## src/rtl/router_sync.sv

```systemverilog
// Router synchronizer stage: latches the destination address, steers the FSM write
// strobe to one of three FIFOs, and runs a per-port watchdog for unread data.
module router_sync #(
  parameter int unsigned TIMEOUT = 30,
  parameter int unsigned CNT_W   = 5
) (
  input  logic       clock,
  input  logic       resetn,
  input  logic       detect_add,
  input  logic [1:0] data_in,
  input  logic       write_enb_reg,
  input  logic       read_enb_0,
  input  logic       read_enb_1,
  input  logic       read_enb_2,
  input  logic       empty_0,
  input  logic       empty_1,
  input  logic       empty_2,
  input  logic       full_0,
  input  logic       full_1,
  input  logic       full_2,
  output logic [2:0] write_enb,
  output logic       fifo_full,
  output logic       vld_out_0,
  output logic       vld_out_1,
  output logic       vld_out_2,
  output logic       soft_reset_0,
  output logic       soft_reset_1,
  output logic       soft_reset_2
);

  localparam int unsigned NPORT = 3;
  localparam logic [CNT_W-1:0] CNT_LAST = CNT_W'(TIMEOUT - 1);

  logic [1:0]       addr;
  logic [NPORT-1:0] vld;
  logic [NPORT-1:0] rd;
  logic [NPORT-1:0] full;
  logic [NPORT-1:0] soft_reset;
  logic [CNT_W-1:0] cnt [NPORT];

  assign vld  = ~{empty_2, empty_1, empty_0};
  assign rd   = {read_enb_2, read_enb_1, read_enb_0};
  assign full = {full_2, full_1, full_0};

  assign vld_out_0 = vld[0];
  assign vld_out_1 = vld[1];
  assign vld_out_2 = vld[2];

  assign soft_reset_0 = soft_reset[0];
  assign soft_reset_1 = soft_reset[1];
  assign soft_reset_2 = soft_reset[2];

  // Destination address captured during header decode
  always_ff @(posedge clock) begin
    if (!resetn) begin
      addr <= 2'b00;
    end else if (detect_add) begin
      addr <= data_in;
    end
  end

  // Steering decode always uses the registered address; address 3 is a dead port
  always_comb begin
    write_enb = 3'b000;
    fifo_full = 1'b0;
    case (addr)
      2'b00: begin
        write_enb = {2'b00, write_enb_reg};
        fifo_full = full[0];
      end
      2'b01: begin
        write_enb = {1'b0, write_enb_reg, 1'b0};
        fifo_full = full[1];
      end
      2'b10: begin
        write_enb = {write_enb_reg, 2'b00};
        fifo_full = full[2];
      end
      default: begin
        write_enb = 3'b000;
        fifo_full = 1'b0;
      end
    endcase
  end

  // Independent per-port watchdogs; count restarts after each pulse
  always_ff @(posedge clock) begin
    for (int n = 0; n < NPORT; n++) begin
      if (!resetn || !vld[n] || rd[n]) begin
        cnt[n]        <= '0;
        soft_reset[n] <= 1'b0;
      end else if (cnt[n] == CNT_LAST) begin
        cnt[n]        <= '0;
        soft_reset[n] <= 1'b1;
      end else begin
        cnt[n]        <= cnt[n] + CNT_W'(1);
        soft_reset[n] <= 1'b0;
      end
    end
  end

endmodule
```

## config.mk

```make
export PLATFORM = sky130hd
export DESIGN_NAME = router_sync
export DESIGN_NICKNAME = d
export VERILOG_FILES = /design/src/rtl/router_sync.sv
export SDC_FILE = /design/constraint.sdc
export NUM_CORES = 1
export LEC_CHECK = 0
export BUFFER_PORTS_ARGS = -buffer_cell sky130_fd_sc_hd__buf_4
export CORE_MARGIN = 2
export CORE_UTILIZATION = 41
export CTS_CLUSTER_SIZE = 8
export DETAILED_ROUTE_END_ITERATION = 8
export PLACE_DENSITY_LB_ADDON = 0.08
export REMOVE_ABC_BUFFERS = 1
export SETUP_SLACK_MARGIN = 0.02
export SLEW_MARGIN = 40
export SYNTH_ARGS = -nofsm -noshare
export SYNTH_HDL_FRONTEND = slang
export SYNTH_SLANG_ARGS = --single-unit
```

## constraint.sdc

```tcl
create_clock -name clock -period 1.9 [get_ports clock]
set_input_delay 0.285 -clock clock [delete_from_list [all_inputs] [get_ports clock]]
set_output_delay 0.285 -clock clock [all_outputs]
set_load 0.02 [all_outputs]
```

Word level (Yosys, flattened, before mapping). Memories as Yosys holds them, arrays and structs flattened. Index checks and enable logic that the tools add are counted.

Add/sub/neg operators: 3. Eq/ne operators: 5. Multiplexer cells: 32. Bitwise gates (word level): 7. Reductions and logical operators: 11.

Operator list (count): $mux W5 (6); $mux W1 (24); $add A5 B1 Y5 const B (3); $eq A5 B5 Y1 const B (3); $pmux W3 S3 (1); $logic_or A1 B1 Y1 (6); $or A1 B1 Y1 (6); $logic_not A1 Y1 (4); $not A3 Y3 (1); $pmux W1 S3 (1); $eq A2 B1 Y1 const B (1); $eq A2 B2 Y1 const B (1); $logic_not A2 Y1 (1).

Register bits after elaboration: 5. RAM bits: 15. Input port bits: 15. Output and inout bits: 10. Logic and storage cells: 61. Memories kept: 1.

Memories: cnt (depth 3, width 5, rd ports 3, clocked after Yosys merged registers in 0, wr ports 3, RTL line 39) `logic [CNT_W-1:0] cnt [NPORT];`.

Longest topological paths before layout. Gate-level depths: netlist of run 1.

Depth in word-level cells: 8. Depth in mapped cells: 5. Depth with buffers taken out: 5.

Worst setup path after synthesis of run 1. Ideal clock, no wire load.

Kind: register to output. Start point: reg addr[1]. End point: out fifo_full. Arrival: 0.938 ns. Data required time: 1.615 ns. Slack: 0.677 ns. Cell stages (with the launch flop): 3. Path buffers: 0. Path through: dfxtp_1 -> mux2i_1 -> o21ai_0.

Longest elaborated chain between the ends: 2. Elaborated cells on any way between the ends: 4.

RTL lines: start: declaration (RTL line 34) `logic [1:0] addr;`; start signal: assignment (RTL line 58) `addr <= data_in;`; $eq A2 B2 Y1 (tied with other cells) (RTL line 66) `case (addr)`; $pmux W1 S3 * (RTL line 66); end: declaration (RTL line 22) `output logic fifo_full,`.

Mark *: on every way between the ends. The rest lies on a longest branch, timed or not.

Worst setup path after layout of run 1. Same ends and word-level chain as after synthesis.

==> results.json, run 1 <==
{
  "portBuffers": 24,
  "synthFlopType": "edfxtp_1",
  "combPwrFrac": 0.126,
  "fill_cells": 210,
  "start_kind": "register",
  "overflow": 0,
  "mostFrequentLayoutCells": "buf_4 (24), nor2_1 (17), edfxtp_1 (15), conb_1 (15), inv_1 (8)",
  "layout-drive-gt1-share": 0.250,
  "drc": 0,
  "powerDensity_mw_per_mm2": 623,
  "via_per_inst": 4.47,
  "cts_hold_buf": 0,
  "crit_required_ns": 1.62,
  "async_flop_share": 0,
  "grt_pass1_wl_um": 2550,
  "fin_crit_sh": 0.763,
  "cts_tree": "done",
  "initial_core_util": 0.444,
  "area_growth_pct": 29.4,
  "root_buffer": "clkbuf_4",
  "synth_edf_count": 15,
  "cts_buffer_depth": 2,
  "ys_warn_count": 0,
  "yosysSeqAreaShare": 0.550,
  "crit_path_max_fanout": 6,
  "rr_worst_depth": 5,
  "postRouteAntennaNets": 0,
  "power_mw": 0.807,
  "grt_max_degree": 12,
  "grt_pass1_vias": 633,
  "gp_congestion": 0.800,
  "cp_data_arrival_time_ns": 1.16,
  "ios": 25,
  "routed_wl_um": 1550,
  "fp.dieH_um": 53.4,
  "drt_pass1_iterations": 4,
  "clockPowerShare": 0.245,
  "drtIter0Drc": 11,
  "dp_hpwl_um": 1250,
  "finalClockSkew_ns": 0.00533,
  "hold_depth": 2,
  "wl_per_cell_um": 9.94,
  "cts_resized": 0,
  "yosys.cell_types.count": 19,
  "period_minus_slack_ns": 1.45,
  "swShare": 0.229,
  "antenna_found_initial": 0,
  "setup_viol": 0,
  "antenna_cells": 0,
  "min_path_type": "in2reg",
  "die_area_mm2": 0.00285,
  "rows": 17,
  "max_freq_ghz": 0.690,
  "fin_tns_setup_ns": 0,
  "synth_cells": 86,
  "p_sw_mw": 0.184,
  "fin_area_mm2": 0.00129,
  "core-area_mm2": 0.00225,
  "path_class": "reg2out",
  "cts_setup_buffers": 0,
  "num_vias": 697,
  "p_leak_nw": 0.567,
  "maxCapViolations": 0,
  "internal-power_mw": 0.622,
  "rsz0062_at_grt": "false",
  "clk_latency_ns": 0.29,
  "clk_pin_slew_ns": 0.10,
  "hold_viol": 0,
  "synth-seq-cells": 20,
  "nets": 150,
  "status": "finished clean",
  "track_usage": 0.129,
  "p_seq_frac": 0.628,
  "crit_path_end_kind": "output port",
  "slew_viol_final": 0,
  "die_x_um": 53.4,
  "fin_util": 0.574,
  "ir_worst_vdd_uv": 353,
  "cts_buffers": 3,
  "syn_area_per_cell_um2": 11.6,
  "cts_sinks": 20,
  "cts_htree_levels": 1,
  "placed_area_mm2": 0.00127,
  "mostFrequentLayoutCell": "buf_4",
  "synthesis.area_mm2": 0.00100
}
## sequential cells by signal, summed over array words and instances (netlist names)
name,count
addr,2
cnt,15
soft_reset,3
## per-stage QoR
stage	std cells	worst slack (ns)	hold slack (ns)
floorplan	100	0.677	0.356
global placement	152	0.648	0.461
detailed placement	152	0.601	0.464
CTS	156	0.429	0.143
global route	156	0.382	0.135
finish	156	0.451	0.158
## worst max-delay path, stage by stage, from the launching register on
cell and delay, ns:
dfxtp_1 0.44, mux2i_1 0.20, o21ai_0 0.08, buf_4 0.16
## synth_stat cells (all sizes together) (2+ instances only)
| cell | number | area, um^2 |
|---|---|---|
| dfxtp | 5 | 100 |
| edfxtp | 15 | 450 |
| ha | 6 | 75.1 |
| inv | 8 | 30.0 |
| mux2i | 3 | 30.0 |
| nand3 | 7 | 35.0 |
| nand4 | 5 | 43.8 |
| nor2 | 17 | 63.8 |
| nor2b | 2 | 12.5 |
| nor4b | 3 | 45.0 |
| xnor2 | 3 | 26.3 |
| xor2 | 6 | 52.6 |
## metal layers
| layer | track usage | share of wire |
|---|---|---|
| met1 | 0.151 | 0.46 |
| met2 | 0.210 | 0.47 |
| met3 | 0.0339 | 0.057 |
| met4 | 0.0769 | 0.011 |
| met5 | 0 | 0 |
## power by group through the flow
stage	clock network [mW]	logic [mW]	registers, mW
detailed placement	0	0.102	0.517
floorplan	0	0.0547	0.513
global route	0.235	0.115	0.510
finish	0.198	0.102	0.507
global placement	0	0.100	0.516
CTS	0.217	0.103	0.507
## layout make-up
type	instances	area (um^2)	share of cell area
repair buffers	24	180	0.139
well taps	28	35.0	0.0271
inverters	8	30.0	0.0232
multi-input cells	72	473	0.365
flip-flops and latches	20	551	0.425
clock buffers	4	26.3	0.0203
## cells by family after synthesis
group                      Yosys count  synth area share
xor gates and xnor gates             9            0.0788
and+or+nand+nor                     38             0.227
DFF                                 20             0.550
muxes                                3            0.0300
adders and majority gates            6            0.0750
AOI/OAI and AO/OA                    1           0.00500
other                                1           0.00375
buffers and inverters                8            0.0300
## worst paths after layout
check / startpoint / endpoint / slack (ns)
setup reg to reg: cnt[1][1]$_SDFFCE_PN0P_ / cnt[1][3]$_SDFFCE_PN0P_ / 0.60
setup / recovery: addr[1]$_SDFFE_PN0P_ / fifo_full / 0.45
hold / removal: read_enb_2 / soft_reset[2]$_DFF_P_ / 0.16
hold reg to reg: addr[0]$_SDFFE_PN0P_ / addr[0]$_SDFFE_PN0P_ / 0.61
Note: power is estimated with default switching activity, not from simulation.
==> run 2, diff against run 1 <==
--- a/config.mk
+++ b/config.mk
@@ -5,6 +5,7 @@
 export SDC_FILE = /design/constraint.sdc
 export NUM_CORES = 1
 export LEC_CHECK = 0
+export ABC_AREA = 1
 export BUFFER_PORTS_ARGS = -buffer_cell sky130_fd_sc_hd__buf_4
 export CORE_MARGIN = 2
 export CORE_UTILIZATION = 41
==> constraint.sdc (replaced) <==
create_clock -name clock -period 1.3 [get_ports clock]
set_input_delay 0.195 -clock clock [delete_from_list [all_inputs] [get_ports clock]]
set_output_delay 0.195 -clock clock [all_outputs]
set_load 0.02 [all_outputs]
==> results.json, run 2 <==
{
  "nets": 193,
  "postRouteAntennaNets": 0,
  "ir_worst_vdd_uv": 442,
  "antenna_found_initial": 0,
  "drt_pass1_iterations": 2,
  "cts_buffer_depth": 2,
  "rows": 18,
  "cts_hold_buf": 0,
  "clk_pin_slew_ns": 0.11,
  "fin_tns_setup_ns": 0,
  "crit_path_end_kind": "output port",
  "use_met1": 0.184,
  "layout-drive-gt1-share": 0.339,
  "max_freq_ghz": 0.799,
  "via_per_inst": 4.55,
  "powerDensity_mw_per_mm2": 849,
  "path_class": "reg2out",
  "yosysSeqAreaShare": 0.513,
  "async_flop_share": 0,
  "ys_warn_count": 0,
  "finalClockSkew_ns": 0.0116,
  "core-area_mm2": 0.00248,
  "grt_pass1_wl_um": 3170,
  "top_regs": "cnt (15), soft_reset (3), addr (2)",
  "maxCapViolations": 0,
  "yosys.cell_types.count": 17,
  "gp_congestion": 0.791,
  "fp.dieH_um": 55.1,
  "crit_path_max_fanout": 4,
  "fin_util": 0.603,
  "ys_top_cells_by_count": "inv_1 (21), nand2_1 (21), edfxtp_1 (15), nor2_1 (15), nand3_1 (10)",
  "yosysTopAreaCell": "edfxtp_1",
  "overflow": 0,
  "slew_viol_final": 0,
  "wl_per_cell_um": 10.3,
  "die_area_mm2": 0.00304,
  "initial_core_util": 0.433,
  "dp_hpwl_um": 1500,
  "mostFrequentLayoutCell": "buf_4",
  "crit_required_ns": 1.11,
  "cp_data_arrival_time_ns": 1.06,
  "antenna_cells": 0,
  "fill_cells": 236,
  "hold_viol": 0,
  "cts_tree": "done",
  "synth_edf_count": 15,
  "synth_cells": 123,
  "synthesis.area_mm2": 0.00107,
  "max_flop_register": "cnt",
  "syn_area_per_cell_um2": 8.72,
  "rsz0062_at_grt": "true",
  "num_vias": 915,
  "synth.area.top_cells": "edfxtp_1 (42%), dfxtp_1 (9.3%), inv_1 (7.4%)",
  "drc": 0,
  "cts_htree_levels": 1,
  "power_mw": 1.27,
  "synthFlopType": "edfxtp_1",
  "synth.top_cell.area_share": 0.420,
  "setup_viol": 0,
  "root_buffer": "clkbuf_4",
  "mostFrequentLayoutCells": "buf_4 (30), nand2_1 (21)",
  "ios": 25,
  "routed_wl_um": 2080,
  "use_met2": 0.244,
  "cts_buffers": 3,
  "drtIter0Drc": 5,
  "period_minus_slack_ns": 1.25,
  "clk_latency_ns": 0.31,
  "die_x_um": 55.1,
  "largest_reg_flops": 15,
  "portBuffers": 24,
  "start_kind": "register",
  "area_growth_pct": 39.3,
  "status": "finished clean",
  "cts_sinks": 20,
  "track_usage": 0.149,
  "grt_pass1_vias": 766,
  "rrSetupSlack_ns": 0.06,
  "grt_use_met3": 0.0349,
  "synth-seq-cells": 20,
  "fin_crit_sh": 0.962,
  "p_leak_nw": 0.712,
  "grt_max_degree": 12,
  "grt_busiest_layer": "met2",
  "min_path_type": "in2reg"
}
## run 2: cell count changes after synthesis, sizes merged, moves of 2 or more
| cell | change |
|---|---|
| nand2 | +26 |
| inv | +13 |
| nor3 | +6 |
| xor2 | -6 |
| mux2i | -3 |
| nand3 | +3 |
| nor4b | -3 |
| a21oi | +2 |
| nor2b | -2 |
## run 2: final timing paths
kind                                 from                 endpoint  cells past startpoint
setup / recovery     addr[1]$_SDFFE_PN0P_             write_enb[2]                      3
hold / removal                 read_enb_1    soft_reset[1]$_DFF_P_                      2
setup reg to reg  cnt[2][1]$_SDFFCE_PN0P_  cnt[2][0]$_SDFFCE_PN0P_                      7
hold reg to reg      addr[0]$_SDFFE_PN0P_     addr[0]$_SDFFE_PN0P_                      2
## run 2: cells by family (layout without fill, tap and decap cells)
| family | after synthesis | count (layout) | synth area share |
|---|---|---|---|
| compound gates | 4 | 4 | 0.0187 |
| simple gates | 67 | 67 | 0.293 |
| fa+ha+maj | 6 | 6 | 0.0700 |
| other cells | 1 | 15 | 0.00350 |
| flops | 20 | 20 | 0.513 |
| buf+inv | 22 | 56 | 0.0770 |
| xor+xnor | 3 | 3 | 0.0245 |
## run 2: cell type report
class                      count  area (um^2)  share of cell area
clock buffer                   4         26.3              0.0176
timing repair buffer          30          225               0.151
sequential                    20          558               0.374
multi-input combinational     95          559               0.374
tap                           30         37.5              0.0251
inverter                      22         87.6              0.0586
## run 2: what timing repair did
item | CTS | global route
setup endpoints to repair | 3 | 18
buffers inserted | 0 | 6
gates resized for setup | 6 | 19
pin swaps | 0 | 8
## run 2: where the power goes
part / internal [mW] / leakage, nW / switching, mW
clock network: 0.120 / 0.0150 / 0.203
logic: 0.0951 / 0.501 / 0.0985
registers: 0.714 / 0.197 / 0.0374
## run 2: worst max-delay path, cell delays in order (launching register included)
cell and delay [ns]:
dfxtp_4 0.39, inv_4 0.04, nor3_2 0.15, buf_4 0.16
## run 2: per-layer routing
layer	up-vias	routed length, um
met2	25	993
li1	478	-
met3	5	95
met1	407	944
met4	0	46
met5	-	0
## run 2: stage by stage
stage,worst slack [ns],area [um^2],std cells,hold slack [ns]
floorplan,0.159,1120,137,0.264
global placement,0.0896,1340,191,0.374
detailed placement,0.0571,1340,191,0.377
CTS,0.0334,1380,195,0.0393
global route,-0.0213,1490,201,0.0340
finish,0.0489,1490,201,0.0484
